$ cat src/rtl/async_fifo_wr_logic.sv
// -----------------------------------------------------------------------------
// async_fifo_wr_logic
// Write-side control for the distributed-RAM async FIFO. Everything here runs
// in the write clock domain. The block owns the write pointer, the dpram write
// enable and the full / almost-full / fill-count flags. It resynchronises the
// read-domain Gray read pointer internally.
//
// Optional build macro: WR_OVERFLOW_FLAG_EN
//   defined   : o_overflow is a sticky flag. It sets one cycle after any write
//               request that arrives while the FIFO is full.
//   undefined : o_overflow is tied to 0 and no register is built.
//
// Ports
//   clk               write-domain clock
//   reset             synchronous, active-high
//   i_wr_en           write request
//   iv_rd_addr_gray   read pointer, Gray coded, asynchronous to clk
//   ov_wr_addr_bin    write pointer, binary
//   ov_wr_addr_gray   write pointer, Gray, registered (to read-domain sync)
//   ov_wr_addr_dpram  dpram write address (pointer without wrap MSB)
//   o_wr_en           dpram write enable (combinational)
//   o_fifo_full       full flag, registered
//   o_almost_full     almost-full flag, registered
//   ov_wr_count       fill level seen from the write side, registered
//   o_overflow        sticky overflow flag (see macro above)
// -----------------------------------------------------------------------------
module async_fifo_wr_logic #(
    parameter int ADDR_WIDTH         = 8,
    parameter int ALMOST_FULL_THRESH = 2**(ADDR_WIDTH-1) - 4
) (
    input  logic                  clk,
    input  logic                  reset,
    input  logic                  i_wr_en,
    input  logic [ADDR_WIDTH-1:0] iv_rd_addr_gray,
    output logic [ADDR_WIDTH-1:0] ov_wr_addr_bin,
    output logic [ADDR_WIDTH-1:0] ov_wr_addr_gray,
    output logic [ADDR_WIDTH-2:0] ov_wr_addr_dpram,
    output logic                  o_wr_en,
    output logic                  o_fifo_full,
    output logic                  o_almost_full,
    output logic [ADDR_WIDTH-1:0] ov_wr_count,
    output logic                  o_overflow
);

    localparam logic [ADDR_WIDTH-1:0] AF_THRESH = ADDR_WIDTH'(ALMOST_FULL_THRESH);

    logic [ADDR_WIDTH-1:0] sync1_q, sync1_d;
    logic [ADDR_WIDTH-1:0] sync2_q, sync2_d;
    logic [ADDR_WIDTH-1:0] wr_ptr_q, wr_ptr_d;
    logic [ADDR_WIDTH-1:0] wr_gray_q, wr_gray_d;
    logic [ADDR_WIDTH-1:0] wr_count_q, wr_count_d;
    logic                  full_q, full_d;
    logic                  almost_full_q, almost_full_d;

    logic [ADDR_WIDTH-1:0] rd_bin_sync;
    logic [ADDR_WIDTH-1:0] wr_next;
    logic [ADDR_WIDTH-1:0] fill_next;
    logic                  valid_wr;

    always_comb begin
        // Gray to binary: bit i is the XOR of all Gray bits at or above i.
        rd_bin_sync = '0;
        for (int i = 0; i < ADDR_WIDTH; i++) begin
            rd_bin_sync[i] = ^(sync2_q >> i);
        end

        // Reset gates the enable so the dpram is never written while the
        // pointers are being cleared.
        valid_wr  = i_wr_en & ~full_q & ~reset;
        wr_next   = wr_ptr_q + {{(ADDR_WIDTH-1){1'b0}}, valid_wr};
        fill_next = wr_next - rd_bin_sync;

        sync1_d       = iv_rd_addr_gray;
        sync2_d       = sync1_q;
        wr_ptr_d      = wr_next;
        wr_gray_d     = wr_next ^ (wr_next >> 1);
        wr_count_d    = fill_next;
        // Wrap MSBs differ and the address bits match: DEPTH words outstanding.
        full_d        = (wr_next[ADDR_WIDTH-1] != rd_bin_sync[ADDR_WIDTH-1]) &&
                        (wr_next[ADDR_WIDTH-2:0] == rd_bin_sync[ADDR_WIDTH-2:0]);
        almost_full_d = (fill_next >= AF_THRESH);
    end

    always_ff @(posedge clk) begin
        if (reset) begin
            sync1_q       <= '0;
            sync2_q       <= '0;
            wr_ptr_q      <= '0;
            wr_gray_q     <= '0;
            wr_count_q    <= '0;
            full_q        <= 1'b0;
            almost_full_q <= 1'b0;
        end else begin
            sync1_q       <= sync1_d;
            sync2_q       <= sync2_d;
            wr_ptr_q      <= wr_ptr_d;
            wr_gray_q     <= wr_gray_d;
            wr_count_q    <= wr_count_d;
            full_q        <= full_d;
            almost_full_q <= almost_full_d;
        end
    end

`ifdef WR_OVERFLOW_FLAG_EN
    logic overflow_q, overflow_d;

    always_comb begin
        overflow_d = overflow_q | (i_wr_en & full_q);
    end

    always_ff @(posedge clk) begin
        if (reset) overflow_q <= 1'b0;
        else       overflow_q <= overflow_d;
    end

    assign o_overflow = overflow_q;
`else
    assign o_overflow = 1'b0;
`endif

    assign ov_wr_addr_bin   = wr_ptr_q;
    assign ov_wr_addr_gray  = wr_gray_q;
    assign ov_wr_addr_dpram = wr_ptr_q[ADDR_WIDTH-2:0];
    assign o_wr_en          = valid_wr;
    assign o_fifo_full      = full_q;
    assign o_almost_full    = almost_full_q;
    assign ov_wr_count      = wr_count_q;

endmodule
$ cat config.mk
export PLATFORM = sky130hd
export DESIGN_NAME = async_fifo_wr_logic
export DESIGN_NICKNAME = d
export VERILOG_FILES = /design/src/rtl/async_fifo_wr_logic.sv
export SDC_FILE = /design/constraint.sdc
export NUM_CORES = 1
export LEC_CHECK = 0
export ABC_AREA = 1
export BUFFER_PORTS_ARGS = -buffer_cell sky130_fd_sc_hd__buf_2
export CORE_MARGIN = 4
export CORE_UTILIZATION = 53
export CTS_CLUSTER_DIAMETER = 80
export DETAILED_ROUTE_END_ITERATION = 8
export GPL_TIMING_DRIVEN = 0
export PLACE_DENSITY = 0.82
export SLEW_MARGIN = 20
export SYNTH_ARGS = -nofsm -noshare
export SYNTH_HDL_FRONTEND = slang
export SYNTH_SLANG_ARGS = --single-unit
$ cat constraint.sdc
create_clock -name clk -period 3.7 [get_ports clk]
set_input_delay 0.925 -clock clk [delete_from_list [all_inputs] [get_ports clk]]
set_output_delay 0.925 -clock clk [all_outputs]
set_load 0.05 [all_outputs]
==> results of run 1 <==
[routing by layer]
layer | global-route usage | share of wire | vias to the layer above
met4 | 0.0596 | 0.018 | 0
met2 | 0.297 | 0.48 | 48
li1 | - | - | 951
met1 | 0.210 | 0.43 | 763
met3 | 0.0432 | 0.069 | 8
met5 | 0 | 0 | -
[worst paths after layout]
kind	startpoint	endpoint	slack (ns)	depth (start not counted)
max reg2reg	sync2_q[7]	o_almost_full	1.22	17
min	sync1_q[2]	sync2_q[2]	0.40	2
min reg2reg	sync1_q[2]	sync2_q[2]	0.40	2
max	reset	o_almost_full	0.52	18
[worst min-delay path, delay by kind of cell (launching register included)]
family                 cells  cell delay [ns]
flip-flops                 1             0.30
buffers and inverters      1             0.04
AND/OR/NAND/NOR            1             0.03
[cells by family after synthesis]
family,synth area share
compound gates,0.0601
xor+xnor,0.0546
fa+ha+maj,0.0644
buf+inv,0.126
flops,0.398
other cells,0.00182
simple gates,0.295
[sequential cells by signal, summed over array words and instances (netlist names)]
register         flops
ov_wr_addr_bin       8
sync2_q              8
o_almost_full        1
sync1_q              8
o_fifo_full          1
ov_wr_count          8
ov_wr_addr_gray      7
[power groups by stage]
stage	clock network [mW]	registers, mW	logic, mW
global placement	0	0.489	0.267
floorplan	0	0.564	0.141
finish	0.369	0.479	0.272
global route	0.398	0.482	0.302
CTS	0.379	0.480	0.273
detailed placement	0	0.490	0.270
[per-stage QoR]
stage                     total power [mW]  instances  hold WS [ns]   util
final                                 1.12        378         0.402  0.663
after global routing                  1.18        378         0.412  0.663
after detailed placement             0.760        370         0.392  0.631
after floorplan                      0.704        278         0.388      -
after CTS                             1.13        378         0.404  0.663
after global placement               0.755        370         0.389  0.631
[Yosys cell counts]
master | instances | area, sq um
sky130_fd_sc_hd__o21ai_1 | 1 | 5.00
sky130_fd_sc_hd__nand3_1 | 23 | 115
sky130_fd_sc_hd__a21o_1 | 1 | 7.51
sky130_fd_sc_hd__dfxtp_1 | 41 | 821
sky130_fd_sc_hd__fa_1 | 1 | 20.0
sky130_fd_sc_hd__xor2_1 | 6 | 52.6
sky130_fd_sc_hd__nor2_1 | 36 | 135
sky130_fd_sc_hd__o21bai_2 | 1 | 11.3
sky130_fd_sc_hd__and3_1 | 1 | 6.26
sky130_fd_sc_hd__conb_1 | 1 | 3.75
sky130_fd_sc_hd__o22ai_1 | 2 | 12.5
sky130_fd_sc_hd__clkbuf_1 | 2 | 7.51
sky130_fd_sc_hd__o21bai_1 | 2 | 15.0
sky130_fd_sc_hd__nand2_2 | 10 | 62.6
sky130_fd_sc_hd__a21oi_1 | 8 | 40.0
sky130_fd_sc_hd__ha_1 | 9 | 113
sky130_fd_sc_hd__nand4_1 | 2 | 12.5
sky130_fd_sc_hd__nor3_1 | 1 | 5.00
sky130_fd_sc_hd__nand3_4 | 1 | 17.5
sky130_fd_sc_hd__nand2_1 | 52 | 195
sky130_fd_sc_hd__nand3_2 | 2 | 20.0
sky130_fd_sc_hd__xnor2_2 | 1 | 16.3
sky130_fd_sc_hd__buf_1 | 1 | 3.75
sky130_fd_sc_hd__nand3b_1 | 1 | 7.51
sky130_fd_sc_hd__xnor2_1 | 5 | 43.8
sky130_fd_sc_hd__nor2_2 | 5 | 31.3
sky130_fd_sc_hd__inv_2 | 5 | 18.8
sky130_fd_sc_hd__o21ai_0 | 3 | 15.0
sky130_fd_sc_hd__a21oi_2 | 2 | 17.5
sky130_fd_sc_hd__buf_4 | 9 | 67.6
sky130_fd_sc_hd__inv_1 | 43 | 161
[final cells by class]
cell class / count / area (sq um)
Fill cell: 323 / 1250
Inverter: 48 / 180
Sequential cell: 41 / 821
Timing Repair Buffer: 44 / 220
Buffer: 12 / 78.8
Tap cell: 48 / 60.1
Multi-Input combinational cell: 177 / 983
Clock inverter: 2 / 37.5
Clock buffer: 6 / 82.6
==> results.cfg, run 1 <==
[status]
outcome = completed

[power]
p_leak_nw = 1.35
power.share.clock = 0.330
power-per-cell-area_nw_per_um2 = 455
power_frac_comb = 0.243
cell_internal_pwr_uw = 768
switching_share = 0.315
max-vdd-ir-drop_uv = 307
power.share.sequential = 0.428
switchingPower_uw = 353

[detailed_routing]
drt-pass1-iter-count = 4
remaining_drc_errors = 0
route.vias.total = 1770
routed_via_density = 4.68
wirelength_um = 3930
drt_first_iter_violations = 81
final_antenna_net_count = 0
detail_route.wl_per_cell_um = 10.4

[global_route]
vias_in_the_first_global_route = 1701
global_route_wire_length_before_repair_um = 7010
overflow_left_after_global_routing = 0
largest_net_degree_at_the_start_of_global_routing = 14
grt_antenna_before_repair = 0
total_routing_usage_gr = 0.174

[clock_tree]
postCtsSetupRepairBufs = 0
cts-resized-gates = 0
max-clock-path-buffers = 2
clock_tree_from_tritoncts = yes
cts_buffers = 5
worst_skew_pair.late_latency_ns = 0.29
numClockSinks = 41
ctsHtreeMaxLevel = 2
clk_pin_slew_ns = 0.08
postCtsHoldBufs = 0
ctsRootBufferMaster = sky130_fd_sc_hd__clkbuf_8

[place]
post_place_setup_slack_ns = 0.229
post-dp-hpwl_um = 3160
portBuffers = 44
detailed_place.area_sq_um = 2340
gp_congestion = 0.863

[logic_synthesis]
synth_seq_area_share = 0.398
ys_ff_latch = 41
synth_cells = 278
yosys.cell_types.count = 31
synth.avg_cell_area_sq_um = 7.41
synth.yosys.warnings = 0
area_of_the_mapped_netlist_sq_um = 2060
synthesis.nets = 299

[layout]
area_growth_syn_to_layout_pct = 19.6
antennaDiodeCount = 0
finish.net_count = 350
design_area_sq_um = 2460
mostFrequentLayoutCell = sky130_fd_sc_hd__nand2_1
mostFrequentLayoutCells = sky130_fd_sc_hd__nand2_1, sky130_fd_sc_hd__buf_2, sky130_fd_sc_hd__inv_1, sky130_fd_sc_hd__dfxtp_1, sky130_fd_sc_hd__nor2_1
drive_above_1_share = 0.270

[timing]
finalWorstSetupSlack_ns = 0.521
finalSetupViolCount = 0
fin_setup_tns_ns = 0
finClkSkew_ns = 0.00279
setup_repair_after_global_routing_missed_its_margin = false
hold_viol_final = 0
fmax_mhz = 315
report.final.slew_viol_count = 0
post-route-min-period_ns = 3.18
finalCritPeriodShare = 0.859

[critical_path]
cpPeakStageDelay_ns = 0.36
crit_path_top_delay_cell = sky130_fd_sc_hd__ha_1
worst-path-max-fanout = 7
timing.setup.critical_path_class = in -> reg
critical_path_rt_ns = 3.89
crit_top_cell = sky130_fd_sc_hd__nand2_1
critPathBufInv = 4
critical_path.startpoint_type = input port
crit_path_end_kind = flip-flop
crit_path_cell_trace = buf_2 > inv_1 > nand2_1 > nor2_2 > ha_1 > ha_1 > nand2_1 > nor2_1 > nand2_1 > xor2_1 > ha_1 > inv_1 > o21bai_1 > a21oi_2 > a21oi_1 > nor2_2 > inv_2 > nand2_1
critPathArrivalTime_ns = 3.37
critical-path-top-delay-family = adder cells

[die]
design.die.area_sq_um = 4950
ioPinCount = 46
die_height_um = 70.4
initial_core_util = 0.555
chipWidth_um = 70.4
row_count = 22
core_area_sq_um = 3720

[min_path]
hold_path.class = reg -> reg

[flow_run]
maxCapViolations = 0
Note: power is estimated with default switching activity, not from simulation.
==> run 2, diff against run 1 <==
CORE_MARGIN = default   (was 4)
==> run 2 against run 1 <==
Maximum frequency is 0.19% higher. Non-clock buffer count unchanged. Largest cell class unchanged. Cell count stayed put. Largest power group unchanged. Worst hold slack better by 0.0023 ns.
==> results.cfg, run 2 (synthesized netlist as in run 1, its figures left out) <==
[status]
outcome = completed

[global_route]
largest_net_degree_at_the_start_of_global_routing = 13
grt_antenna_before_repair = 0
total_routing_usage_gr = 0.218
vias_in_the_first_global_route = 1617
overflow_left_after_global_routing = 0
global_route_wire_length_before_repair_um = 6850

[power]
p_leak_nw = 1.34
power.share.sequential = 0.465
fin_total_pwr_mw = 1.03
max-vdd-ir-drop_uv = 341
power.share.clock = 0.271
power-per-cell-area_nw_per_um2 = 426
switchingPower_uw = 353
cell_internal_pwr_uw = 680
power_frac_comb = 0.264
switching_share = 0.342

[die]
chipWidth_um = 64.4
design.die.area_sq_um = 4140
die_height_um = 64.4
core_area_sq_um = 3690
ioPinCount = 46
initial_core_util = 0.559
row_count = 22

[clock_tree]
ctsRootBufferMaster = sky130_fd_sc_hd__clkbuf_8
ctsHtreeMaxLevel = 2
numClockSinks = 41
cts-resized-gates = 0
clk_pin_slew_ns = 0.08
worst_skew_pair.late_latency_ns = 0.29
clock_tree_from_tritoncts = yes
max-clock-path-buffers = 2
postCtsSetupRepairBufs = 0
postCtsHoldBufs = 0
cts_buffers = 5

[detailed_routing]
drt-pass1-iter-count = 4
routed_via_density = 4.77
route.vias.total = 1802
wirelength_um = 3910
drt_first_iter_violations = 53
remaining_drc_errors = 0
final_antenna_net_count = 0
detail_route.wl_per_cell_um = 10.3

[place]
gp_congestion = 0.878
post-dp-hpwl_um = 3170
portBuffers = 44

[critical_path]
worst-path-max-fanout = 7
crit_top_cell = sky130_fd_sc_hd__nand2_1
worstRegToRegCells = 15
crit_path_cell_trace = buf_2 > inv_1 > nand2_1 > nor2_2 > ha_1 > ha_1 > nand2_1 > nor2_1 > nand2_1 > xor2_1 > ha_1 > inv_1 > o21bai_1 > a21oi_2 > nand3_1 > nand2_1 > nor2_2 > inv_2 > nand2_1
crit_path_end_kind = flip-flop
timing.setup.critical_path_class = in -> reg
critical_path.startpoint_type = input port
critical_path.startpoint = reset
critical-path-top-delay-family = simple AND/OR/NAND/NOR gates
worstReg2RegStart = sync2_q[5]
rrSetupSlack_ns = 1.20
endpoint = o_almost_full
critical_path_rt_ns = 3.89
critPathBufInv = 4
worstSetupPathDepth = 19
cpPeakStageDelay_ns = 0.37
crit_path_top_delay_cell = sky130_fd_sc_hd__ha_1
timing.rr.end = o_almost_full
critPathArrivalTime_ns = 3.36

[layout]
mostFrequentLayoutCell = sky130_fd_sc_hd__nand2_1
area.sequential_sq_um = 821
finish.net_count = 350
filler_cell_count = 340
area_growth_syn_to_layout_pct = 17.7
drive_above_1_share = 0.267
multi_input_gate_area_sq_um = 983
mostFrequentLayoutCells = sky130_fd_sc_hd__nand2_1, sky130_fd_sc_hd__buf_2, sky130_fd_sc_hd__inv_1, sky130_fd_sc_hd__dfxtp_1, sky130_fd_sc_hd__nor2_1
antennaDiodeCount = 0

[timing]
setup_repair_after_global_routing_missed_its_margin = false
fmax_mhz = 315
fin_setup_tns_ns = 0
worstMarginPinSlew_ns = 0.490
finalSetupViolCount = 0
finClkSkew_ns = 0.00358
holdWs_ns = 0.405
hold_viol_final = 0
report.final.slew_viol_count = 0
post-route-min-period_ns = 3.17
slew-limit-headroom = 0.671
finalCritPeriodShare = 0.858

[flow_run]
maxCapViolations = 0

[min_path]
hold_path.class = reg -> reg
## run 2: cell count changes in the layout (fill, tap and decap cells not counted), sizes merged
cell,change
clkinvlp,-1
clkinv,+2
bufinv,-1
## run 2: routing by layer
metal  part of all wire  vias to the layer above  track usage
met4              0.034                        0        0.106
met1               0.45                      782        0.250
li1                   -                      947            -
met3              0.059                       12       0.0554
met2               0.46                       61        0.375
met5                  0                        -            0
## run 2: cell type report
class | instances | share of cell area
Sequential cell | 41 | 0.338
Clock buffer | 6 | 0.0299
Inverter | 48 | 0.0743
Buffer | 12 | 0.0325
Timing Repair Buffer | 44 | 0.0908
Tap cell | 48 | 0.0248
Multi-Input combinational cell | 177 | 0.405
Clock inverter | 2 | 0.00413
## run 2: worst min-delay path, stage by stage (launching register included)
cell,delay (ns)
sky130_fd_sc_hd__dfxtp_1,0.30
sky130_fd_sc_hd__inv_1,0.04
sky130_fd_sc_hd__nor2_1,0.03
## run 2: metrics by stage
| step | std cells | util | worst slack, ns | instance area [sq um] |
|---|---|---|---|---|
| after CTS | 378 | 0.658 | 0.525 | 2430 |
| after global placement | 370 | 0.635 | 0.266 | 2340 |
| after detailed placement | 370 | 0.635 | 0.218 | 2340 |
| after global routing | 378 | 0.658 | 0.273 | 2430 |
| final | 378 | 0.658 | 0.527 | 2430 |
| after floorplan | 278 | - | 0.226 | 2060 |
## run 2: power groups by stage
stage	Clock (mW)	Sequential [mW]	Combinational, mW
after floorplan	0	0.564	0.141
after global placement	0	0.489	0.267
after detailed placement	0	0.491	0.271
after CTS	0.290	0.481	0.272
after global routing	0.309	0.483	0.301
final	0.280	0.481	0.272
## run 2: worst min-delay path by stage
| stage | cells after the start | to | from |
|---|---|---|---|
| 2_1_floorplan | 2 | sync2_q[0] | sync1_q[0] |
| 3_3_place_gp | 2 | sync2_q[1] | sync1_q[1] |
| 3_5_place_dp | 2 | sync2_q[3] | sync1_q[3] |
| 4_1_cts | 2 | sync2_q[3] | sync1_q[3] |
| 5_1_grt | 2 | sync2_q[1] | sync1_q[1] |
| 6_report | 2 | sync2_q[3] | sync1_q[3] |
==> run 3, diff against run 2 <==
ABC_AREA = default   (was 1)
CELL_PAD_IN_SITES_DETAIL_PLACEMENT = 0   (was default)
CELL_PAD_IN_SITES_GLOBAL_PLACEMENT = 2   (was default)
CORE_UTILIZATION = 32   (was 53)
==> run 3 against run 2 <==
Clock power up 11%. Final area up 1.1%. Critical path depth fell by 7. Die area is 48% higher. Combinational power rose by 32%. Critical endpoint unchanged. Sequential power increased by 1%. Flip-flop and latch count did not move.
==> results.cfg, run 3 <==
[status]
outcome = completed

[detailed_routing]
final_antenna_net_count = 0
route.vias.total = 1308
routed_via_density = 4.23
wirelength_um = 3410
drt_first_iter_violations = 44
detail_route.wl_per_cell_um = 11.0
drt-pass1-iter-count = 4
remaining_drc_errors = 0

[logic_synthesis]
synth_top_cells_by_area = sky130_fd_sc_hd__dfxtp_1, sky130_fd_sc_hd__xnor2_1, sky130_fd_sc_hd__nor2b_1
synth_seq_area_share = 0.440
synth.avg_cell_area_sq_um = 10.1
synth.yosys.warnings = 0
area_of_the_mapped_netlist_sq_um = 1870
synth_cells = 185
synth_async_sr_flop_share = 0
post-synth-top-area-cell = sky130_fd_sc_hd__dfxtp_1
synth.most_common_cell = sky130_fd_sc_hd__dfxtp_1
synthesis.nets = 206
synth_top_cell_area_share = 0.440
synth_commonest_cells = sky130_fd_sc_hd__dfxtp_1, sky130_fd_sc_hd__nor2_1, sky130_fd_sc_hd__xnor2_1
synth_enable_flop_cells = 0
synthFlopType = sky130_fd_sc_hd__dfxtp_1
ys_ff_latch = 41
yosys.cell_types.count = 33

[critical_path]
crit_path_cell_trace = buf_2 > clkbuf_8 > nor3b_4 > ha_4 > ha_4 > ha_1 > a21oi_1 > a21oi_1 > a2111oi_2 > o31ai_1 > mux2i_1 > o41ai_2
critical_path_rt_ns = 3.85
critPathBufInv = 2
timing.setup.critical_path_class = in -> reg
cpPeakStageDelay_ns = 0.40
critical-path-top-delay-family = compound AO/OA/AOI/OAI gates
crit_path_end_kind = flip-flop
critical_path.startpoint = reset
worstReg2RegStart = sync2_q[5]
critPathArrivalTime_ns = 3.57
worstSetupPathDepth = 12
endpoint = o_almost_full
rrSetupSlack_ns = 0.32
timing.rr.end = o_almost_full
worst-path-max-fanout = 10
critical_path.startpoint_type = input port
worstRegToRegCells = 12
crit_path_top_delay_cell = sky130_fd_sc_hd__a2111oi_2

[power]
switching_share = 0.330
power.share.clock = 0.269
p_leak_nw = 1.13
power-per-cell-area_nw_per_um2 = 472
power.share.sequential = 0.421
power_frac_comb = 0.309
switchingPower_uw = 381
cell_internal_pwr_uw = 776
max-vdd-ir-drop_uv = 254

[clock_tree]
clk_pin_slew_ns = 0.07
ctsHtreeMaxLevel = 2
cts_buffers = 5
numClockSinks = 41
ctsRootBufferMaster = sky130_fd_sc_hd__clkbuf_8
max-clock-path-buffers = 2
worst_skew_pair.late_latency_ns = 0.29
clock_tree_from_tritoncts = yes
postCtsHoldBufs = 0

[global_route]
grt_antenna_before_repair = 0
overflow_left_after_global_routing = 0
vias_in_the_first_global_route = 1177
global_route_wire_length_before_repair_um = 5710
total_routing_usage_gr = 0.122
largest_net_degree_at_the_start_of_global_routing = 13

[timing]
hold_viol_final = 0
slew-limit-headroom = 0.659
finalSetupViolCount = 0
finClkSkew_ns = 0.0123
finalCritPeriodShare = 0.923
setup_repair_after_global_routing_missed_its_margin = false
worstMarginPinSlew_ns = 0.512
post-route-min-period_ns = 3.41
fmax_mhz = 293
report.final.slew_viol_count = 0

[flow_run]
maxCapViolations = 0

[die]
ioPinCount = 46
initial_core_util = 0.335
row_count = 27
die_height_um = 78.4
design.die.area_sq_um = 6140
core_area_sq_um = 5570
chipWidth_um = 78.4

[layout]
area_growth_syn_to_layout_pct = 31.4
drive_above_1_share = 0.363
antennaDiodeCount = 0
finish.net_count = 257
instances_no_fill = 309
postLayoutCoreUtil = 0.440
mostFrequentLayoutCells = sky130_fd_sc_hd__buf_2, sky130_fd_sc_hd__dfxtp_1, sky130_fd_sc_hd__nor2_1, sky130_fd_sc_hd__nor2b_1, sky130_fd_sc_hd__xnor2_1
mostFrequentLayoutCell = sky130_fd_sc_hd__buf_2

[place]
post-dp-hpwl_um = 2700
gp_congestion = 0.793
placed_cells_incl_taps = 301
portBuffers = 44

[min_path]
hold_path.class = reg -> reg
[run 3: changes by cell type after synthesis, moves of 4 or more]
cell                      before  now
sky130_fd_sc_hd__and3_1        1    5
sky130_fd_sc_hd__a21oi_1       8    4
sky130_fd_sc_hd__nand2_1      52    4
sky130_fd_sc_hd__inv_1        43   10
sky130_fd_sc_hd__nand2_2      10    0
sky130_fd_sc_hd__nor2_2        5    0
sky130_fd_sc_hd__inv_2         5    0
sky130_fd_sc_hd__nand3_1      23    4
sky130_fd_sc_hd__nor2b_1       0   19
sky130_fd_sc_hd__xnor2_1       5   20
sky130_fd_sc_hd__nor2_1       36   25
[run 3: how the worst min path moves through the flow]
| stage | from | to | slack (ns) | depth (start not counted) |
|---|---|---|---|---|
| CTS | sync1_q[4] | sync2_q[4] | 0.44 | 1 |
| global route | sync1_q[6] | sync2_q[6] | 0.45 | 1 |
| floorplan | sync1_q[0] | sync2_q[0] | 0.41 | 1 |
| detailed placement | sync1_q[4] | sync2_q[4] | 0.42 | 1 |
| global placement | sync1_q[0] | sync2_q[0] | 0.42 | 1 |
| finish | sync1_q[4] | sync2_q[4] | 0.44 | 1 |
[run 3: power groups by stage]
stage | Combinational, mW | Sequential, mW | Clock (mW)
floorplan | 0.188 | 0.592 | 0
global placement | 0.354 | 0.496 | 0
detailed placement | 0.353 | 0.497 | 0
CTS | 0.357 | 0.487 | 0.320
global route | 0.392 | 0.490 | 0.345
finish | 0.358 | 0.487 | 0.312
[run 3: worst register-to-register path, cell delays in order, from the launching register on]
cell                        delay [ns]
sky130_fd_sc_hd__dfxtp_1          0.32
sky130_fd_sc_hd__xor3_2           0.52
sky130_fd_sc_hd__xnor3_2          0.37
sky130_fd_sc_hd__xnor2_4          0.19
sky130_fd_sc_hd__xnor2_1          0.14
sky130_fd_sc_hd__ha_1             0.17
sky130_fd_sc_hd__inv_1            0.09
sky130_fd_sc_hd__fa_2             0.26
sky130_fd_sc_hd__or4b_4           0.47
sky130_fd_sc_hd__o2111ai_2        0.10
sky130_fd_sc_hd__a31oi_1          0.14
sky130_fd_sc_hd__xor2_1           0.20
sky130_fd_sc_hd__o41ai_2          0.31
[run 3: cells by family (layout without fill, tap and decap cells)]
group,count (synthesis),count (layout),synth area share
adders and majority gates,10,10,0.0710
muxes,1,1,0.00536
other,1,1,0.00201
AOI/OAI and AO/OA,14,14,0.0597
xor gates and xnor gates,32,32,0.182
and+or+nand+nor,63,63,0.176
buffers and inverters,23,75,0.0643
DFF,41,41,0.440
[run 3: final cells by class]
cell class                      count  area [sq um]
Clock buffer                        7          96.3
Buffer                             13          92.6
Timing Repair Buffer               44           220
Multi-Input combinational cell    121          1090
Fill cell                         548          3120
Clock inverter                      1          5.00
Tap cell                           72          90.1
Inverter                           10          37.5
Sequential cell                    41           821
[run 3: per-stage QoR]
| step | power [mW] | TNS, ns | hold slack, ns | worst slack (ns) | cell area (sq um) |
|---|---|---|---|---|---|
| floorplan | 0.780 | 0 | 0.414 | 0.000119 | 2010 |
| global placement | 0.850 | -0.199 | 0.418 | -0.152 | 2320 |
| detailed placement | 0.850 | -0.169 | 0.420 | -0.115 | 2320 |
| CTS | 1.16 | 0 | 0.438 | 0.0753 | 2430 |
| global route | 1.23 | 0 | 0.453 | 0.0929 | 2450 |
| finish | 1.16 | 0 | 0.437 | 0.286 | 2450 |
[run 3: timing repair]
action / 4_1_cts / 5_1_grt
endpoints found under the setup margin: 2 / 1
resized for setup: 2 / 3
pin swaps: 1 / 1
buffers inserted: 0 / 0
[run 3: metal layers]
metal / global-route usage / up-vias / share of wire
li1: - / 695 / -
met1: 0.158 / 575 / 0.50
met2: 0.194 / 34 / 0.45
met3: 0.0314 / 4 / 0.039
met4: 0.0444 / 0 / 0.012
met5: 0 / - / 0
